## src/rtl/fpu_pkg.sv

```systemverilog
// Shared FPU definitions.
// Holds the default geometry of the fmul issue controller (tag width,
// result-queue depth, issue latency), the fmul pipeline depth it is built
// around, and the result-queue entry type {y, tag}.
package fpu_pkg;

    localparam int FPU_TAG_W       = 5;  // destination-register tag width
    localparam int FPU_DEPTH       = 4;  // result-queue entries / credit limit
    localparam int FPU_LAT         = 3;  // accept to out_valid, in cycles
    localparam int FPU_FMUL_STAGES = 2;  // register stages inside fmul

    localparam logic [31:0] FP32_QNAN = 32'h7FC0_0000;

    typedef struct packed {
        logic [31:0]          y;
        logic [FPU_TAG_W-1:0] tag;
    } fmul_result_t;

endpackage

```

## src/rtl/fmul.sv

```systemverilog
// fmul: IEEE-754 single-precision multiplier, two register stages, no stall.
//   clk     in   rising-edge clock
//   i_rst_n in   synchronous active-low reset (clears the output register)
//   i_x1    in   32-bit operand
//   i_x2    in   32-bit operand
//   o_y     out  32-bit product, valid two edges after the operands
// Round-to-nearest-even. Denormal inputs are treated as zero and results
// below the normal range flush to a signed zero. Results above the range
// become signed infinity. NaN inputs and inf*0 return the canonical quiet NaN.
module fmul
    import fpu_pkg::*;
(
    input  logic        clk,
    input  logic        i_rst_n,
    input  logic [31:0] i_x1,
    input  logic [31:0] i_x2,
    output logic [31:0] o_y
);

    // Normalise a 48-bit significand product, round to nearest even and
    // pack, saturating to infinity or flushing to zero at the range limits.
    function automatic logic [31:0] round_pack(
        input logic               sign,
        input logic signed [10:0] exp_in,
        input logic [47:0]        prod
    );
        logic [23:0]        mant;
        logic               guard;
        logic               sticky;
        logic               inc;
        logic [24:0]        mant_rnd;
        logic signed [10:0] exp_n;
        if (prod[47]) begin
            mant   = prod[47:24];
            guard  = prod[23];
            sticky = |prod[22:0];
            exp_n  = exp_in + 11'sd1;
        end else begin
            mant   = prod[46:23];
            guard  = prod[22];
            sticky = |prod[21:0];
            exp_n  = exp_in;
        end
        inc      = guard & (sticky | mant[0]);
        mant_rnd = {1'b0, mant} + {24'd0, inc};
        if (mant_rnd[24]) begin
            mant  = mant_rnd[24:1];
            exp_n = exp_n + 11'sd1;
        end else begin
            mant  = mant_rnd[23:0];
        end
        if (exp_n <= 11'sd0) begin
            return {sign, 31'd0};
        end else if (exp_n >= 11'sd255) begin
            return {sign, 8'hFF, 23'd0};
        end
        return {sign, exp_n[7:0], mant[22:0]};
    endfunction

    // ---- stage p0: unpack, classify, significand multiply ----
    logic [7:0]         w_ea;
    logic [7:0]         w_eb;
    logic               w_zero_a;
    logic               w_zero_b;
    logic               w_inf_a;
    logic               w_inf_b;
    logic               w_nan_a;
    logic               w_nan_b;
    logic signed [10:0] w_exp_p0;
    logic [47:0]        w_prod_p0;

    assign w_ea     = i_x1[30:23];
    assign w_eb     = i_x2[30:23];
    assign w_zero_a = (w_ea == 8'h00);
    assign w_zero_b = (w_eb == 8'h00);
    assign w_inf_a  = (w_ea == 8'hFF) && (i_x1[22:0] == 23'd0);
    assign w_inf_b  = (w_eb == 8'hFF) && (i_x2[22:0] == 23'd0);
    assign w_nan_a  = (w_ea == 8'hFF) && (i_x1[22:0] != 23'd0);
    assign w_nan_b  = (w_eb == 8'hFF) && (i_x2[22:0] != 23'd0);
    assign w_exp_p0 = $signed({3'b000, w_ea}) + $signed({3'b000, w_eb}) - 11'sd127;
    assign w_prod_p0 = 48'({1'b1, i_x1[22:0]}) * 48'({1'b1, i_x2[22:0]});

    logic               r_sign_p1;
    logic signed [10:0] r_exp_p1;
    logic [47:0]        r_prod_p1;
    logic               r_nan_p1;
    logic               r_inf_p1;
    logic               r_zero_p1;

    always_ff @(posedge clk) begin
        r_sign_p1 <= i_x1[31] ^ i_x2[31];
        r_exp_p1  <= w_exp_p0;
        r_prod_p1 <= w_prod_p0;
        r_nan_p1  <= w_nan_a | w_nan_b | (w_inf_a & w_zero_b) | (w_zero_a & w_inf_b);
        r_inf_p1  <= w_inf_a | w_inf_b;
        r_zero_p1 <= w_zero_a | w_zero_b;
    end

    // ---- stage p1: special-case select, normalise, round, pack ----
    logic [31:0] w_y_p1;

    always_comb begin
        w_y_p1 = round_pack(r_sign_p1, r_exp_p1, r_prod_p1);
        if (r_nan_p1) begin
            w_y_p1 = FP32_QNAN;
        end else if (r_inf_p1) begin
            w_y_p1 = {r_sign_p1, 8'hFF, 23'd0};
        end else if (r_zero_p1) begin
            w_y_p1 = {r_sign_p1, 31'd0};
        end
    end

    logic [31:0] r_y_p2;

    always_ff @(posedge clk) begin
        if (!i_rst_n) begin
            r_y_p2 <= '0;
        end else begin
            r_y_p2 <= w_y_p1;
        end
    end

    assign o_y = r_y_p2;

endmodule

```

## src/rtl/fmul_issue_ctrl.sv

```systemverilog
// fmul_issue_ctrl: credit-based issue wrapper around one non-stalling fmul.
//   clk        in   rising-edge clock
//   rst        in   synchronous active-high reset
//   in_valid   in   operand pair offered
//   in_ready   out  operand pair can be accepted (credit available)
//   in_x1/x2   in   IEEE-754 single operands, fed straight into fmul
//   in_tag     in   tag carried alongside the operation
//   out_valid  out  result available at queue head
//   out_ready  in   consumer takes the head result
//   out_y      out  product at queue head (0 when empty)
//   out_tag    out  tag of out_y (0 when empty)
//   busy       out  any operation in flight or queued
// The multiplier cannot stall, so a result slot is reserved at accept time:
// occ counts in-flight plus queued operations and never exceeds DEPTH,
// which guarantees every result finds a free queue entry.
// The queue entry type comes from fpu_pkg, so TAG_W must stay equal to
// FPU_TAG_W.
module fmul_issue_ctrl
    import fpu_pkg::*;
#(
    parameter int TAG_W = FPU_TAG_W,
    parameter int DEPTH = FPU_DEPTH,
    parameter int LAT   = FPU_LAT
) (
    input  logic             clk,
    input  logic             rst,
    input  logic             in_valid,
    output logic             in_ready,
    input  logic [31:0]      in_x1,
    input  logic [31:0]      in_x2,
    input  logic [TAG_W-1:0] in_tag,
    output logic             out_valid,
    input  logic             out_ready,
    output logic [31:0]      out_y,
    output logic [TAG_W-1:0] out_tag,
    output logic             busy
);

    localparam int OCC_W = $clog2(DEPTH + 1);
    localparam int PTR_W = (DEPTH > 1) ? $clog2(DEPTH) : 1;
    localparam logic [OCC_W-1:0] OCC_FULL = OCC_W'(DEPTH);
    localparam logic [PTR_W-1:0] PTR_LAST = PTR_W'(DEPTH - 1);

    function automatic logic [PTR_W-1:0] ptr_next(input logic [PTR_W-1:0] p);
        return (p == PTR_LAST) ? '0 : p + PTR_W'(1);
    endfunction

    logic [OCC_W-1:0] r_occ;
    logic [OCC_W-1:0] r_q_cnt;
    logic [PTR_W-1:0] r_wr_ptr;
    logic [PTR_W-1:0] r_rd_ptr;
    logic             r_vld_p1;
    logic             r_vld_p2;
    logic [TAG_W-1:0] r_tag_p1;
    logic [TAG_W-1:0] r_tag_p2;
    fmul_result_t     r_mem [DEPTH];

    logic             w_accept;
    logic             w_pop;
    logic             w_wr;
    logic [31:0]      w_y;
    fmul_result_t     w_head;

    // Credit check uses only the occ register; rst forces it low so nothing
    // is offered credit while the block is being cleared.
    assign in_ready  = ~rst & (r_occ < OCC_FULL);
    assign w_accept  = in_valid & in_ready;
    assign out_valid = (r_q_cnt != '0);
    assign w_pop     = out_valid & out_ready;
    assign w_wr      = r_vld_p2;
    assign busy      = (r_occ != '0);

    assign w_head  = r_mem[r_rd_ptr];
    assign out_y   = out_valid ? w_head.y   : '0;
    assign out_tag = out_valid ? w_head.tag : '0;

    // ---- stage p0: operands enter fmul directly on accept ----
    fmul u_fmul (
        .clk     (clk),
        .i_rst_n (~rst),
        .i_x1    (in_x1),
        .i_x2    (in_x2),
        .o_y     (w_y)
    );

    // ---- stages p1/p2: valid/tag shadow of the fmul pipeline ----
    always_ff @(posedge clk) begin
        if (rst) begin
            r_vld_p1 <= 1'b0;
            r_vld_p2 <= 1'b0;
            r_tag_p1 <= '0;
            r_tag_p2 <= '0;
        end else begin
            r_vld_p1 <= w_accept;
            r_vld_p2 <= r_vld_p1;
            if (w_accept) begin
                r_tag_p1 <= in_tag;
            end
            r_tag_p2 <= r_tag_p1;
        end
    end

    always_ff @(posedge clk) begin
        if (rst) begin
            r_occ <= '0;
        end else begin
            case ({w_accept, w_pop})
                2'b10:   r_occ <= r_occ + OCC_W'(1);
                2'b01:   r_occ <= r_occ - OCC_W'(1);
                default: r_occ <= r_occ;
            endcase
        end
    end

    // ---- queue write: fmul output with its p2 tag ----
    always_ff @(posedge clk) begin
        if (rst) begin
            r_wr_ptr <= '0;
            r_rd_ptr <= '0;
            r_q_cnt  <= '0;
        end else begin
            if (w_wr) begin
                r_wr_ptr <= ptr_next(r_wr_ptr);
            end
            if (w_pop) begin
                r_rd_ptr <= ptr_next(r_rd_ptr);
            end
            case ({w_wr, w_pop})
                2'b10:   r_q_cnt <= r_q_cnt + OCC_W'(1);
                2'b01:   r_q_cnt <= r_q_cnt - OCC_W'(1);
                default: r_q_cnt <= r_q_cnt;
            endcase
        end
    end

    always_ff @(posedge clk) begin
        if (w_wr) begin
            r_mem[r_wr_ptr] <= '{y: w_y, tag: r_tag_p2};
        end
    end

    a_no_overflow: assert property (@(posedge clk) disable iff (rst)
        w_wr |-> (r_q_cnt != OCC_FULL));
    a_lat_matches: assert property (@(posedge clk) LAT == FPU_FMUL_STAGES + 1);
    a_tag_w_matches: assert property (@(posedge clk) TAG_W == FPU_TAG_W);

endmodule

```

## config.mk

```make
export PLATFORM = sky130hd
export DESIGN_NAME = fmul_issue_ctrl
export DESIGN_NICKNAME = d
export VERILOG_FILES = /design/src/rtl/fpu_pkg.sv /design/src/rtl/fmul.sv /design/src/rtl/fmul_issue_ctrl.sv
export SDC_FILE = /design/constraint.sdc
export NUM_CORES = 2
export LEC_CHECK = 0
export ABC_AREA = 1
export CORE_AREA = 2 2 240 242
export CTS_CLUSTER_DIAMETER = 200
export DETAILED_ROUTE_END_ITERATION = 8
export DIE_AREA = 0 0 242 244
export MAX_ROUTING_LAYER = met4
export PLACE_DENSITY = 0.73
export SLEW_MARGIN = 10
export SYNTH_ARGS = -nofsm -noshare
export SYNTH_HDL_FRONTEND = slang
export SYNTH_SLANG_ARGS = --single-unit
```

## constraint.sdc

```tcl
create_clock -name clk -period 11.4 [get_ports clk]
set_clock_uncertainty 0.15 [all_clocks]
set_input_delay 2.28 -clock clk [delete_from_list [all_inputs] [get_ports clk]]
set_output_delay 2.28 -clock clk [all_outputs]
set_load 0.1 [all_outputs]
```

### Yosys cells after proc, flatten, opt, wreduce, memory -nomap -nowiden

Memory sizes are Yosys's and may differ from the RTL's. A register that Yosys moved wholly into a read port is not among the register bits.
Index checks and enable logic that the tools add are counted.

| operators by class | value |
|---|---|
| add/subtract/negate cells | 11 |
| $mul | 1 |
| order comparisons | 3 |
| eq/ne operators | 8 |
| muxes and demuxes | 24 |
| bitwise operators | 14 |
| reductions and logical operators | 18 |

Operator list:

| operator | number |
|---|---|
| 32-bit 2-to-1 mux | 6 |
| 24-bit by 24-bit multiplier with 48-bit output | 1 |
| 23-bit logical NOT | 2 |
| 23-bit nonzero test | 2 |
| 31-bit 2-to-1 mux | 1 |
| 24-bit by 1-bit adder with 25-bit output | 1 |
| 24-bit 2-to-1 mux | 1 |
| 23-bit 2-to-1 mux | 1 |
| 23-bit OR reduction | 1 |
| 11-bit by 2-bit adder with 11-bit output (second input constant) | 2 |
| 11-bit 2-to-1 mux | 2 |
| 22-bit OR reduction | 1 |
| 8-bit == test (second input constant) | 2 |
| 8-bit logical NOT | 2 |
| 3-bit case mux with 2 select lines | 2 |
| 11-bit by 9-bit >= comparator with 1-bit output (second input constant) | 1 |
| 11-bit by 1-bit <= comparator with 1-bit output (second input constant) | 1 |
| 11-bit by 8-bit subtractor with 11-bit output (second input constant) | 1 |
| 8-bit by 8-bit adder with 9-bit output | 1 |
| 2-bit == test (second input constant) | 4 |
| 2-bit 2-to-1 mux | 4 |
| 3-bit by 1-bit adder with 3-bit output (second input constant) | 2 |
| 1-bit bitwise AND | 6 |
| 1-bit 2-to-1 mux | 6 |
| other kinds (13) | 26 |

| word-level totals | value |
|---|---|
| flip-flop bits (word level) | 117 |
| bits in writable memories | 148 |
| input bits | 73 |
| output and inout port bits | 40 |
| logic and storage cells | 97 |
| memories | 1 |

Memory list:

| name | depth | width | rd ports | clocked after Yosys merged registers in | write ports | line | text |
|---|---|---|---|---|---|---|---|
| r_mem | 4 | 37 | 1 | 1 | 1 | fmul_issue_ctrl.sv:56 | `fmul_result_t r_mem [DEPTH];` |

### Logic depth before layout (Yosys ltp)

| depth | value |
|---|---|
| word-level depth | 13 |
| mapped depth | 31 |
| depth with buffers taken out | 29 |

### Hierarchy

A second synthesis with hierarchy kept.

| unflattened totals | value |
|---|---|
| cells, all modules | 3774 |
| area total of the unflattened synthesis | 30862.1 sq um |

Modules (own cells, without submodules):

| module | times used | cells each | area an instance (sq um) | sequential area each (sq um) |
|---|---|---|---|---|
| fmul | 1 | 3167 | 24021.8 | 1881.8 |
| fmul_issue_ctrl | 1 | 607 | 6840.3 | 4924.7 |

### Least setup slack after synthesis

No wires, ideal clock.

| timing path | value |
|---|---|
| kind | input to register |
| from | input in_x2[3] |
| to | register u_fmul.r_prod_p1[37] |
| setup time | 127 ps |
| arrival time | 8199 ps |
| required time | 11123 ps |
| setup slack | 2924 ps |
| stages on the path | 27 |
| buffers on the path | 2 |
| cells stage by stage | clkbuf_1 > clkbuf_1 > nand2_1 > fa_1 > inv_1 > fa_1 > inv_1 > fa_1 > inv_1 > fa_1 > inv_1 > fa_1 > inv_1 > fa_1 > inv_1 > fa_1 > inv_1 > ha_1 > a21oi_1 > inv_1 > a31oi_1 > inv_1 > a21oi_1 > o21ai_0 > a21oi_1 > o21ai_0 > xor2_1 |

| on the way | value |
|---|---|
| cells in the longest elaborated chain, start to end | 1 |

RTL lines:

| element | line | text |
|---|---|---|
| start, declared | fmul_issue_ctrl.sv:30 | `input logic [31:0] in_x2,` |
| 24-bit by 24-bit multiplier with 48-bit output | fmul.sv:81 | `assign w_prod_p0 = 48'({1'b1, i_x1[22:0]}) * 48'({1'b1, i_x2[22:0]});` |
| via u_fmul.w_prod_p0[37] | fmul.sv:70 | `logic [47:0] w_prod_p0;` |
| end signal, assigned | fmul.sv:93 | `r_prod_p1 <= w_prod_p0;` |
| end, declared | fmul.sv:85 | `logic [47:0] r_prod_p1;` |

The timed path passes the listed nets, and every way through them passes these cells.
A chain may end at the register's enable or synchronous reset.

### Worst setup path after layout

| timing path | value |
|---|---|
| from | input in_x2[3] |
| to | register u_fmul.r_prod_p1[40] |

The elaborated chain is that of the path after synthesis.

==> summary.txt <==
Critical path
  – Destination of the worst register-to-register timing path: u_fmul.o_y[5]
  – Element type at the critical path start: input pin
  – Top fanout value on the critical path: 25
  – Category of the critical setup timing path: input pin to flop
  – Flop2flop setup slack: ~7.6 ns
  – Source of the critical timing path: in_x2[3]
  – Data required time of the critical path: 11.70 ns
  – Launch point of the worst reg-to-reg path: u_fmul.r_prod_p1[47]
  – CP Capture Type: flop
  – Arrival time of data at the critical path endpoint: 9.51 ns
  – Reg2reg path depth: 20

Detailed routing
  – DRC marker count from the first detailed-route iteration: between 1500 and 2000
  – Remaining antenna violation count after routing: 0
  – Total via count in the routed design: 23000
  – Length of the first detailed-routing pass in iterations: 5
  – Routed len/inst: 16.4 µm
  – Remaining routing DRC violations: 0
  – Via/cell ratio: 5.10
  – Routed WL: 74000 µm

Clock tree
  – Root Buffer Master: sky130_fd_sc_hd__clkbuf_16
  – Clock-pin slew on the worst setup and hold paths: 0.07 ns
  – Depth of the CTS H-tree: 1
  – CTS Hold Buffers Added: 0
  – CTS max path bufs: 3
  – Number of buffers added by the clock tree synthesis step: 23
  – Clock insertion delay at the later pin of the skew report: 0.51 ns
  – Resize count post-CTS: 0
  – Post-CTS Setup Bufs: 0
  – TritonCTS sink count: 267
  – CTS tree: yes

Layout
  – Number of fill cells in the layout: 4966
  – Post-layout util: 59.5%
  – NumNets Final: 4490
  – Proportion of layout cells with a drive suffix above 1: 4.31%
  – Count of inserted antenna diode cells: 0
  – Syn-to-layout area delta: 8.85%

Place
  – Final weighted congestion in routability-driven placement: 0.940
  – IO buf count: around 110
  – Detailed Place HPWL: 58600 µm

Logic synthesis
  – Yosys top cell area share: between 30% and 40%
  – Post-Synthesis Cells: 3686
  – Yosys warns: 0
  – Most frequent cell after synthesis: sky130_fd_sc_hd__inv_1
  – Synth area leaders: sky130_fd_sc_hd__fa_1 (32%), sky130_fd_sc_hd__edfxtp_1 (14%), sky130_fd_sc_hd__inv_1 (12%)
  – Synthesized net count: 4436
  – Most common flop cell mapped by yosys: sky130_fd_sc_hd__edfxtp_1
  – Number of synthesized flops with an enable pin: 148
  – Share of flip-flops with an asynchronous set or reset after synthesis: 0%
  – Average instance area after synthesis: 8.33 µm²
  – Area leader, netlist: sky130_fd_sc_hd__fa_1
  – Proportion of synthesized chip area in sequential cells: 22.2%
  – Most frequent cells after synthesis: sky130_fd_sc_hd__inv_1 (976), sky130_fd_sc_hd__nand2_1 (780), sky130_fd_sc_hd__fa_1 (485)
  – Distinct cell type count after synthesis: 54
  – Netlist area before placement: ~31000 µm²
  – Number of storage elements in the synthesis netlist: approximately 270

Global route
  – Antenna violations before repair: 0
  – First-pass GRT wire length: 121000 µm
  – Pin count of the biggest net entering global routing: 76
  – Via count of the first global-routing pass: 23800
  – Met2 Use GR: 43.3%
  – Residual overflow from global routing: 0
  – Met3 routing resource usage after global routing: 6.07%
  – Total global-route track usage: between 20% and 30%
  – Busiest metal layer after global routing: met2
  – Met1 Use GR: between 30% and 40%

STA
  – Highest Clock Rate: 109 MHz
  – Final Hold Violating Endpoints: 0
  – Normalized max-slew margin: 20.9%
  – Slew @ Worst Pin: 1.18 ns
  – Setup_tns: 0 ns
  – Min cycle time layout: 9.21 ns
  – Unrepaired setup endpoints after global routing: false
  – Total setup violations reported at the end of the flow: 0
  – Share of the clock period used by the worst path after layout: 80.8%
  – Number of pins with negative max-slew slack in the final report: 0

Die
  – Y dimension of the die: 244 µm
  – Area inside the core boundary: 56200 µm²
  – Die width: roughly 240 µm
  – Total I/O pin count: approximately 110
  – Die area: 59000 µm²
  – Initial Util: 54.7%
  – Row count: 87

Run
  – Maxcap violations: 0

Hold path
  – Path category of the worst min-delay check: flop to flop
  – Worst hold path stage count: 2
  – Launch point of the worst hold path: r_vld_p1
  – End of the worst hold path: r_vld_p2

Run status
  – Status: finished, final reports clean
[metrics by stage]
stage / cell area (µm²) / std cells / hold WS (ns) / setup WS [ns]
after floorplan: 30700 / 3686 / 0.238 / 2.92
after global placement: 32600 / 4471 / 0.246 / 1.77
after detailed placement: 32600 / 4471 / 0.248 / 1.71
after CTS: 33400 / 4512 / 0.259 / 2.22
after global routing: 33400 / 4512 / 0.294 / 1.75
final: 33400 / 4512 / 0.256 / 2.19
[flip-flops by register name, indices dropped and copies added, names as in the netlist, 2 cells and up, named ones only]
register and cells:
r_q_cnt 3, u_fmul.r_exp_p1 11, r_mem 148, r_wr_ptr 2
r_rd_ptr 2, r_tag_p2 5, r_occ 3, u_fmul.o_y 32
r_tag_p1 5, u_fmul.r_prod_p1 48
[logic make-up after synthesis]
family | count (synthesis) | share of synthesized area, %
AND/OR/NAND/NOR | 1209 | 16.1
buffers and inverters | 1127 | 14.0
adder cells (fa/ha/maj) | 677 | 39.5
AO/OA/AOI/OAI | 327 | 5.89
flip-flops | 267 | 22.2
XOR/XNOR | 77 | 2.22
multiplexers | 2 | 0.0652
[cell type report]
type / count / area [µm²] / area share (%)
tap: 756 / 946 / 2.83
multi-input combinational: 2292 / 19600 / 58.6
sequential: 267 / 6830 / 20.4
clock buffer: 30 / 642 / 1.92
timing repair buffer: 169 / 1550 / 4.64
inverter: 987 / 3710 / 11.1
clock inverter: 11 / 160 / 0.479
[routing by layer]
metal,vias to the layer above,share of wire [%]
met1,11000,41
met3,130,9.3
li1,11000,-
met4,0,3.4
met5,-,0
met2,900,47
[worst max-delay path, stage by stage]
cell and delay [ns]:
sky130_fd_sc_hd__clkdlybuf4s50_1 1.14, sky130_fd_sc_hd__nand2_1 0.19, sky130_fd_sc_hd__fa_1 0.56, sky130_fd_sc_hd__inv_1 0.05, sky130_fd_sc_hd__fa_1 0.48, sky130_fd_sc_hd__inv_1 0.06
sky130_fd_sc_hd__fa_1 0.53, sky130_fd_sc_hd__inv_1 0.05, sky130_fd_sc_hd__fa_1 0.49, sky130_fd_sc_hd__inv_1 0.05, sky130_fd_sc_hd__fa_1 0.52, sky130_fd_sc_hd__inv_1 0.05
sky130_fd_sc_hd__fa_1 0.47, sky130_fd_sc_hd__inv_1 0.05, sky130_fd_sc_hd__fa_1 0.47, sky130_fd_sc_hd__inv_1 0.04, sky130_fd_sc_hd__ha_1 0.39, sky130_fd_sc_hd__nand2_1 0.10
sky130_fd_sc_hd__nor2_1 0.17, sky130_fd_sc_hd__inv_1 0.05, sky130_fd_sc_hd__o21ai_0 0.23, sky130_fd_sc_hd__a31oi_1 0.10, sky130_fd_sc_hd__o21ai_0 0.43, sky130_fd_sc_hd__nand3_1 0.17
sky130_fd_sc_hd__o21ai_0 0.23, sky130_fd_sc_hd__xor2_1 0.15
[worst max path at each step]
stage,endpoint,cells past startpoint
final,u_fmul.r_prod_p1[40],26
after global routing,u_fmul.r_prod_p1[40],26
after CTS,u_fmul.r_prod_p1[40],26
after detailed placement,u_fmul.r_prod_p1[40],26
after floorplan,u_fmul.r_prod_p1[37],27
after global placement,u_fmul.r_prod_p1[40],26
[placed cells by master (no fill, tap or decap), drive strengths merged, types with 8 or more instances in the layout]
cell type      instances
dfxtp                119
clkbuf                30
buf                   57
a211oi                 9
ha                   192
clkdlybuf4s50        112
edfxtp               148
xnor2                 27
o211ai                 8
o21ai                138
xor2                  50
a21oi                139
inv                  987
nand2                796
nor3                  22
nor4                  16
fa                   485
nand3                 53
nand4                 16
a31oi                 11
nor2                 295
Power is left out: the tool's default activity adds up to more than one toggle a clock period on the data nets, which glitch-free logic cannot reach.
